File: src/rtl/addsub.sv
// Multi-cycle IEEE-754 single-precision adder.
// Recomputes whenever the operands change, then holds the result.
module addsub (
  input  logic        clk,
  input  logic        n_rst,
  input  logic [31:0] op1,
  input  logic [31:0] op2,
  output logic [31:0] add_result,
  output logic        add_done,
  output logic        add_overflow
);

  typedef enum logic [2:0] {
    IDLE, ALIGN, ADD, NORM, DONE
  } state_t;

  state_t      state;
  logic [31:0] a_q, b_q;

  logic        big_sign, eff_sub;
  logic [7:0]  big_exp;
  logic [26:0] big_m, small_m;
  logic        spec_q;
  logic [31:0] spec_val;

  logic [27:0] sum_q;
  logic [7:0]  sum_exp;
  logic        sum_sign;

  function automatic logic [4:0] lzc(input logic [26:0] v);
    logic [4:0] n;
    n = 5'd0;
    for (int i = 0; i < 27; i++)
      if (v[i]) n = 5'(26 - i);
    return n;
  endfunction

  logic [30:0] mag_a, mag_b;
  logic        swap;
  logic [31:0] hi, lo;
  logic [23:0] hi_man, lo_man;
  logic [7:0]  diff;
  logic [49:0] wide;
  logic [26:0] lo_al;
  logic        a_nan, b_nan, a_inf, b_inf;
  logic [31:0] sp_v;

  // Order operands by magnitude and align the smaller one with GRS bits.
  always_comb begin
    mag_a  = (a_q[30:23] == 8'd0) ? 31'd0 : a_q[30:0];
    mag_b  = (b_q[30:23] == 8'd0) ? 31'd0 : b_q[30:0];
    swap   = mag_b > mag_a;
    hi     = swap ? b_q : a_q;
    lo     = swap ? a_q : b_q;
    hi_man = (hi[30:23] == 8'd0) ? 24'd0 : {1'b1, hi[22:0]};
    lo_man = (lo[30:23] == 8'd0) ? 24'd0 : {1'b1, lo[22:0]};
    diff   = hi[30:23] - lo[30:23];
    wide   = {lo_man, 26'd0} >> diff;
    if (diff > 8'd26)
      lo_al = {26'd0, |lo_man};
    else
      lo_al = {wide[49:24], |wide[23:0]};
    a_nan = (a_q[30:23] == 8'hFF) && (a_q[22:0] != 23'd0);
    b_nan = (b_q[30:23] == 8'hFF) && (b_q[22:0] != 23'd0);
    a_inf = (a_q[30:23] == 8'hFF) && (a_q[22:0] == 23'd0);
    b_inf = (b_q[30:23] == 8'hFF) && (b_q[22:0] == 23'd0);
    if (a_nan || b_nan || (a_inf && b_inf && (a_q[31] != b_q[31])))
      sp_v = 32'h7FC00000;
    else if (a_inf)
      sp_v = a_q;
    else
      sp_v = b_q;
  end

  logic [27:0] sum_c;

  // Magnitude add or subtract; the larger operand is always first.
  always_comb begin
    if (eff_sub)
      sum_c = {1'b0, big_m} - {1'b0, small_m};
    else
      sum_c = {1'b0, big_m} + {1'b0, small_m};
  end

  logic [4:0]        lz;
  logic [26:0]       nm;
  logic signed [9:0] ne, re;
  logic              rnd;
  logic [24:0]       mant25;
  logic [22:0]       frac;
  logic [31:0]       res_c;
  logic              ovf_c;

  // Normalize, round to nearest even, and resolve special cases.
  always_comb begin
    lz = lzc(sum_q[26:0]);
    if (sum_q[27]) begin
      nm = {sum_q[27:2], sum_q[1] | sum_q[0]};
      ne = $signed({2'b00, sum_exp}) + 10'sd1;
    end else begin
      nm = sum_q[26:0] << lz;
      ne = $signed({2'b00, sum_exp}) - $signed({5'd0, lz});
    end
    rnd    = nm[2] & (nm[1] | nm[0] | nm[3]);
    mant25 = {1'b0, nm[26:3]} + 25'(rnd);
    re     = mant25[24] ? ne + 10'sd1 : ne;
    frac   = mant25[24] ? mant25[23:1] : mant25[22:0];
    ovf_c  = 1'b0;
    if (spec_q)
      res_c = spec_val;
    else if (sum_q == 28'd0)
      res_c = 32'd0;
    else if (re >= 10'sd255) begin
      res_c = {sum_sign, 8'hFF, 23'd0};
      ovf_c = 1'b1;
    end else if (re < 10'sd1)
      res_c = 32'd0;
    else
      res_c = {sum_sign, re[7:0], frac};
  end

  // Control sequencing and all pipeline registers.
  always_ff @(posedge clk) begin
    if (n_rst) begin
      state        <= IDLE;
      a_q          <= 32'd0;
      b_q          <= 32'd0;
      add_result   <= 32'd0;
      add_done     <= 1'b0;
      add_overflow <= 1'b0;
      big_sign     <= 1'b0;
      eff_sub      <= 1'b0;
      big_exp      <= 8'd0;
      big_m        <= 27'd0;
      small_m      <= 27'd0;
      spec_q       <= 1'b0;
      spec_val     <= 32'd0;
      sum_q        <= 28'd0;
      sum_exp      <= 8'd0;
      sum_sign     <= 1'b0;
    end else begin
      unique case (state)
        IDLE: begin
          a_q      <= op1;
          b_q      <= op2;
          add_done <= 1'b0;
          state    <= ALIGN;
        end
        ALIGN: begin
          big_sign <= hi[31];
          eff_sub  <= hi[31] ^ lo[31];
          big_exp  <= hi[30:23];
          big_m    <= {hi_man, 3'b000};
          small_m  <= lo_al;
          spec_q   <= a_nan | b_nan | a_inf | b_inf;
          spec_val <= sp_v;
          state    <= ADD;
        end
        ADD: begin
          sum_q    <= sum_c;
          sum_exp  <= big_exp;
          sum_sign <= big_sign;
          state    <= NORM;
        end
        NORM: begin
          add_result   <= res_c;
          add_overflow <= ovf_c;
          add_done     <= 1'b1;
          state        <= DONE;
        end
        DONE: begin
          if ((op1 != a_q) || (op2 != b_q)) begin
            a_q      <= op1;
            b_q      <= op2;
            add_done <= 1'b0;
            state    <= ALIGN;
          end
        end
        default: state <= IDLE;
      endcase
    end
  end

endmodule

File: config.mk
export PLATFORM = sky130hd
export DESIGN_NAME = addsub
export DESIGN_NICKNAME = d
export VERILOG_FILES = /design/src/rtl/addsub.sv
export SDC_FILE = /design/constraint.sdc
export NUM_CORES = 1
export LEC_CHECK = 0
export ABC_AREA = 1
export CORE_ASPECT_RATIO = 1.1
export CORE_MARGIN = 3
export CORE_UTILIZATION = 45
export CTS_BUF_LIST = sky130_fd_sc_hd__clkbuf_8
export DETAILED_ROUTE_END_ITERATION = 8
export GPL_TIMING_DRIVEN = 0
export PLACE_DENSITY_LB_ADDON = 0.1
export SETUP_SLACK_MARGIN = 0.2
export SYNTH_ARGS = -nofsm -noshare
export SYNTH_HDL_FRONTEND = slang
export SYNTH_SLANG_ARGS = --single-unit
File: constraint.sdc
create_clock -name clk -period 11.1 [get_ports clk]
set_input_delay 2.22 -clock clk [delete_from_list [all_inputs] [get_ports clk]]
set_output_delay 2.22 -clock clk [all_outputs]
set_load 0.02 [all_outputs]
==> summary.md <==
| Metric | Value |
|---|---|
| Worst Setup End Kind | `flip-flop` |
| Ports | `100` |
| Critical Path Start Type | `flip-flop` |
| Outcome | `complete, no violations` |
| All-Layer GR Usage | `about a third` |
| Worst Tran Pin Value | `1.07 ns` |
| First-pass GRT wire length | `between 100 and 150 mm` |
| Sequential share of the synthesized area | `24.8%` |
| Max Fanout on Critical Path | `10` |
| Routed vias/inst | `5.84` |
| Netlist cell types | `between 60 and 70` |
| Worst Path Required | `11.58 ns` |
| Leak | `9.80 nW` |
| Pwr dens | `303 nW/um2` |
| Post-Syn Area | `18800 um2` |
| Standard-cell row count | `77` |
| Cells after DPL | `3691` |
| Final setup viols | `0` |
| Via count | `22.0k` |
| Internal power | `approximately 2.8 mW` |
| Die area | `44200 um2` |
| Root Driver | `clkbuf_8` |
| ANT nets after route | `0` |
| Hold Path Class | `reg2reg` |
| Ant diodes | `0` |
| CTS tree | `done` |
| Peak VDD IR | `175 uV` |
| Cell Count, Final, Fillers Out | `3768` |
| Final-stage net count | `between 3k and 4k` |
| Syn_area_per_cell | `6.17 um2` |
| Clk slew on worst S/H paths | `around 0.06 ns` |
| Antenna violations before repair | `1` |
| Max Slew Vio Count | `0` |
| Initial DRC Count | `around 1.9k` |
| Starting Density | `a little under half` |
| DIE HEIGHT | `220 um` |
| Period utilization | `about 69%` |
| Wirelength, routed | `80.0 mm` |
| Core area | `40700 um2` |
| CTS Sinks | `232` |
| Dpl hpwl | `64.6 mm` |
| Longest Clk Path Bufs | `3` |
| Reg power frac | `16.8%` |
| Setup TNS | `0 ns` |
| Slowest Stage Delay on Critical Path | `0.87 ns` |
| FMAX | `0.131 GHz` |
| Sw frac | `about 57%` |
| RSZ-0062 raised after global routing | `no` |
| Placer Congestion | `between 1 and 1.5` |
| Max_slew headroom | `28.2%` |
| CTS Buf Count | `between 40 and 50` |
| Fraction of final layout cells sized beyond drive strength 1 | `~4.9%` |
| Max_cap viols | `0` |
| Ys Warns | `0` |
| Mapped Cells | `3040` |
| Async SR Flop Fraction | `0%` |
| Min Tclk post-route | `7.65 ns` |
| Worst path slowest cell | `xor2_1` |
| Width of the die | `201 um` |
| Wire per inst | `around 21 um` |
| Top_reg_cell synth | `dfxtp_1` |
| Post-CTS Setup Inserts | `0` |
| EDFF count, synth | `0` |
| Clock H-tree levels | `2` |
| Post-Syn Nets | `about 3.2k` |
| Crit Path Class | `reg2reg` |
| GRT Residual Overflow | `0` |
| P_sw | `3.71 mW` |
| Yosys reg bits | `232` |
| Setup ws final | `3.45 ns` |
| Clock network power share | `13.5%` |
| Area Growth Syn to Fin | `13.7%` |
| Largest net degree at the start of global routing | `13` |
| Worst path most repeated cell | `nand2_1` |
| Drt pass-1 iters | `7` |
| Hold Fails Final Rpt | `0` |
| Pre-CTS worst setup slack | `~3.7 ns` |
| # hold bufs at CTS | `0` |
| Critical path data arrival time | `8.13 ns` |
| Clk_lat worst skew | `0.63 ns` |
| Design Power | `~6.5 mW` |
| Worst clock skew | `0.0492 ns` |
| Post-CTS sizing | `0` |
| # DRC | `0` |
| Comb power frac | `69.6%` |
| Vias in the first global route | `20.7k` |
| PortBufs | `98` |
final cells by class:
type | count | area [um2]
Inverter | 322 | 1210
Clock inverter | 25 | 183
Tap cell | 553 | 692
Timing Repair Buffer | 98 | 981
Multi-Input combinational cell | 2310 | 12100
Buffer | 176 | 793
Sequential cell | 232 | 4640
Fill cell | 4343 | 19300
Clock buffer | 52 | 716
layout by cell type, fill, tap and decap left out, types with 10 or more instances in the layout:
master             n
a21oi_1          321
a221oi_1          13
buf_1             12
clkbuf_1         139
clkbuf_8          52
clkdlybuf4s50_1   98
clkinv_2          10
dfxtp_1          232
ha_1              89
inv_1            315
inv_2             10
nand2_1          746
nand3_1          369
nand3_2           23
nand4_1           36
nor2_1           167
nor3_1            29
nor4_1            21
o211ai_1          43
o21ai_0          235
o21ai_1           10
o22ai_1           19
xnor2_1           19
xor2_1            67
path summary, 6_finish.rpt:
check | startpoint | endpoint | slack [ns] | cells past startpoint
worst max-delay path | b_q[28] | small_m[15] | 3.45 | 34
worst max register to register | b_q[28] | small_m[15] | 3.45 | 34
worst min register to register | add_overflow | add_overflow | 0.46 | 2
worst min-delay path | add_overflow | add_overflow | 0.46 | 2
power by group through the flow:
stage / Clock, mW / Sequential (mW) / Combinational [mW]
2_1_floorplan: 0 / 1.05 / 3.08
3_3_place_gp: 0 / 1.10 / 4.35
3_5_place_dp: 0 / 1.10 / 4.37
4_1_cts: 0.885 / 1.08 / 4.39
5_1_grt: 0.919 / 1.10 / 4.94
6_report: 0.875 / 1.09 / 4.50
flip-flops by register name, summed over array words and instances, names as in the netlist:
name	cells
spec_q	1
spec_val	32
small_m	27
big_m	24
big_exp	8
add_overflow	1
big_sign	1
state	3
sum_sign	1
a_q	32
sum_exp	8
eff_sub	1
add_result	32
add_done	1
sum_q	28
b_q	32
layer usage:
metal / track usage, % / part of all wire (%) / up-vias
met5: 0 / 0.016 / -
met1: 42.0 / 40 / 10100
met4: 21.2 / 6.7 / 2
met2: 59.5 / 46 / 1060
li1: - / - / 10500
met3: 4.90 / 7.1 / 300
cell families (layout without fill, tap and decap cells):
logic type               Yosys count  in the layout  share of synthesized area (%)
buffers and inverters            498            673                           10.7
AO/OA/AOI/OAI                    709            709                           20.9
XOR/XNOR                          86             86                           4.02
multiplexers                       1              1                         0.0534
adder cells (fa/ha/maj)           91             91                           6.15
flip-flops                       232            232                           24.8
AND/OR/NAND/NOR                 1423           1423                           33.4
per-stage QoR:
step	util, %	instance area, um2	hold WS (ns)
after detailed placement	50.2	20400	0.458
final	52.4	21300	0.463
after floorplan	-	18800	0.445
after CTS	52.4	21300	0.468
after global placement	50.2	20400	0.454
after global routing	52.4	21300	0.491
critical path, delay by kind of cell, from the launching register on:
kind,cells,cell delay (ns)
adder cells (fa/ha/maj),2,0.58
AND/OR/NAND/NOR,16,2.23
XOR/XNOR,1,0.87
buffers and inverters,9,2.20
flip-flops,1,0.39
AO/OA/AOI/OAI,6,1.22
synthesized netlist by cell type, types with 9 or more instances:
master | count | area share (%)
clkbuf_1 | 139 | 2.8
buf_6 | 9 | 0.54
nand3_2 | 23 | 1.2
xor2_1 | 67 | 3.1
a21oi_1 | 321 | 8.6
o21ai_0 | 235 | 6.3
o21ai_1 | 10 | 0.27
dfxtp_1 | 232 | 25
ha_1 | 89 | 5.9
nand2_1 | 746 | 15
buf_1 | 12 | 0.24
xnor2_1 | 19 | 0.89
nand3_1 | 369 | 9.8
nor4_1 | 21 | 0.70
o211ai_1 | 43 | 1.7
a221oi_1 | 13 | 0.61
nor2_1 | 167 | 3.3
nand4_1 | 36 | 1.2
inv_1 | 305 | 6.1
o22ai_1 | 19 | 0.63
a31oi_1 | 9 | 0.30
nor3_1 | 29 | 0.77
inv_2 | 10 | 0.20
(Power assumes the default switching activity.)
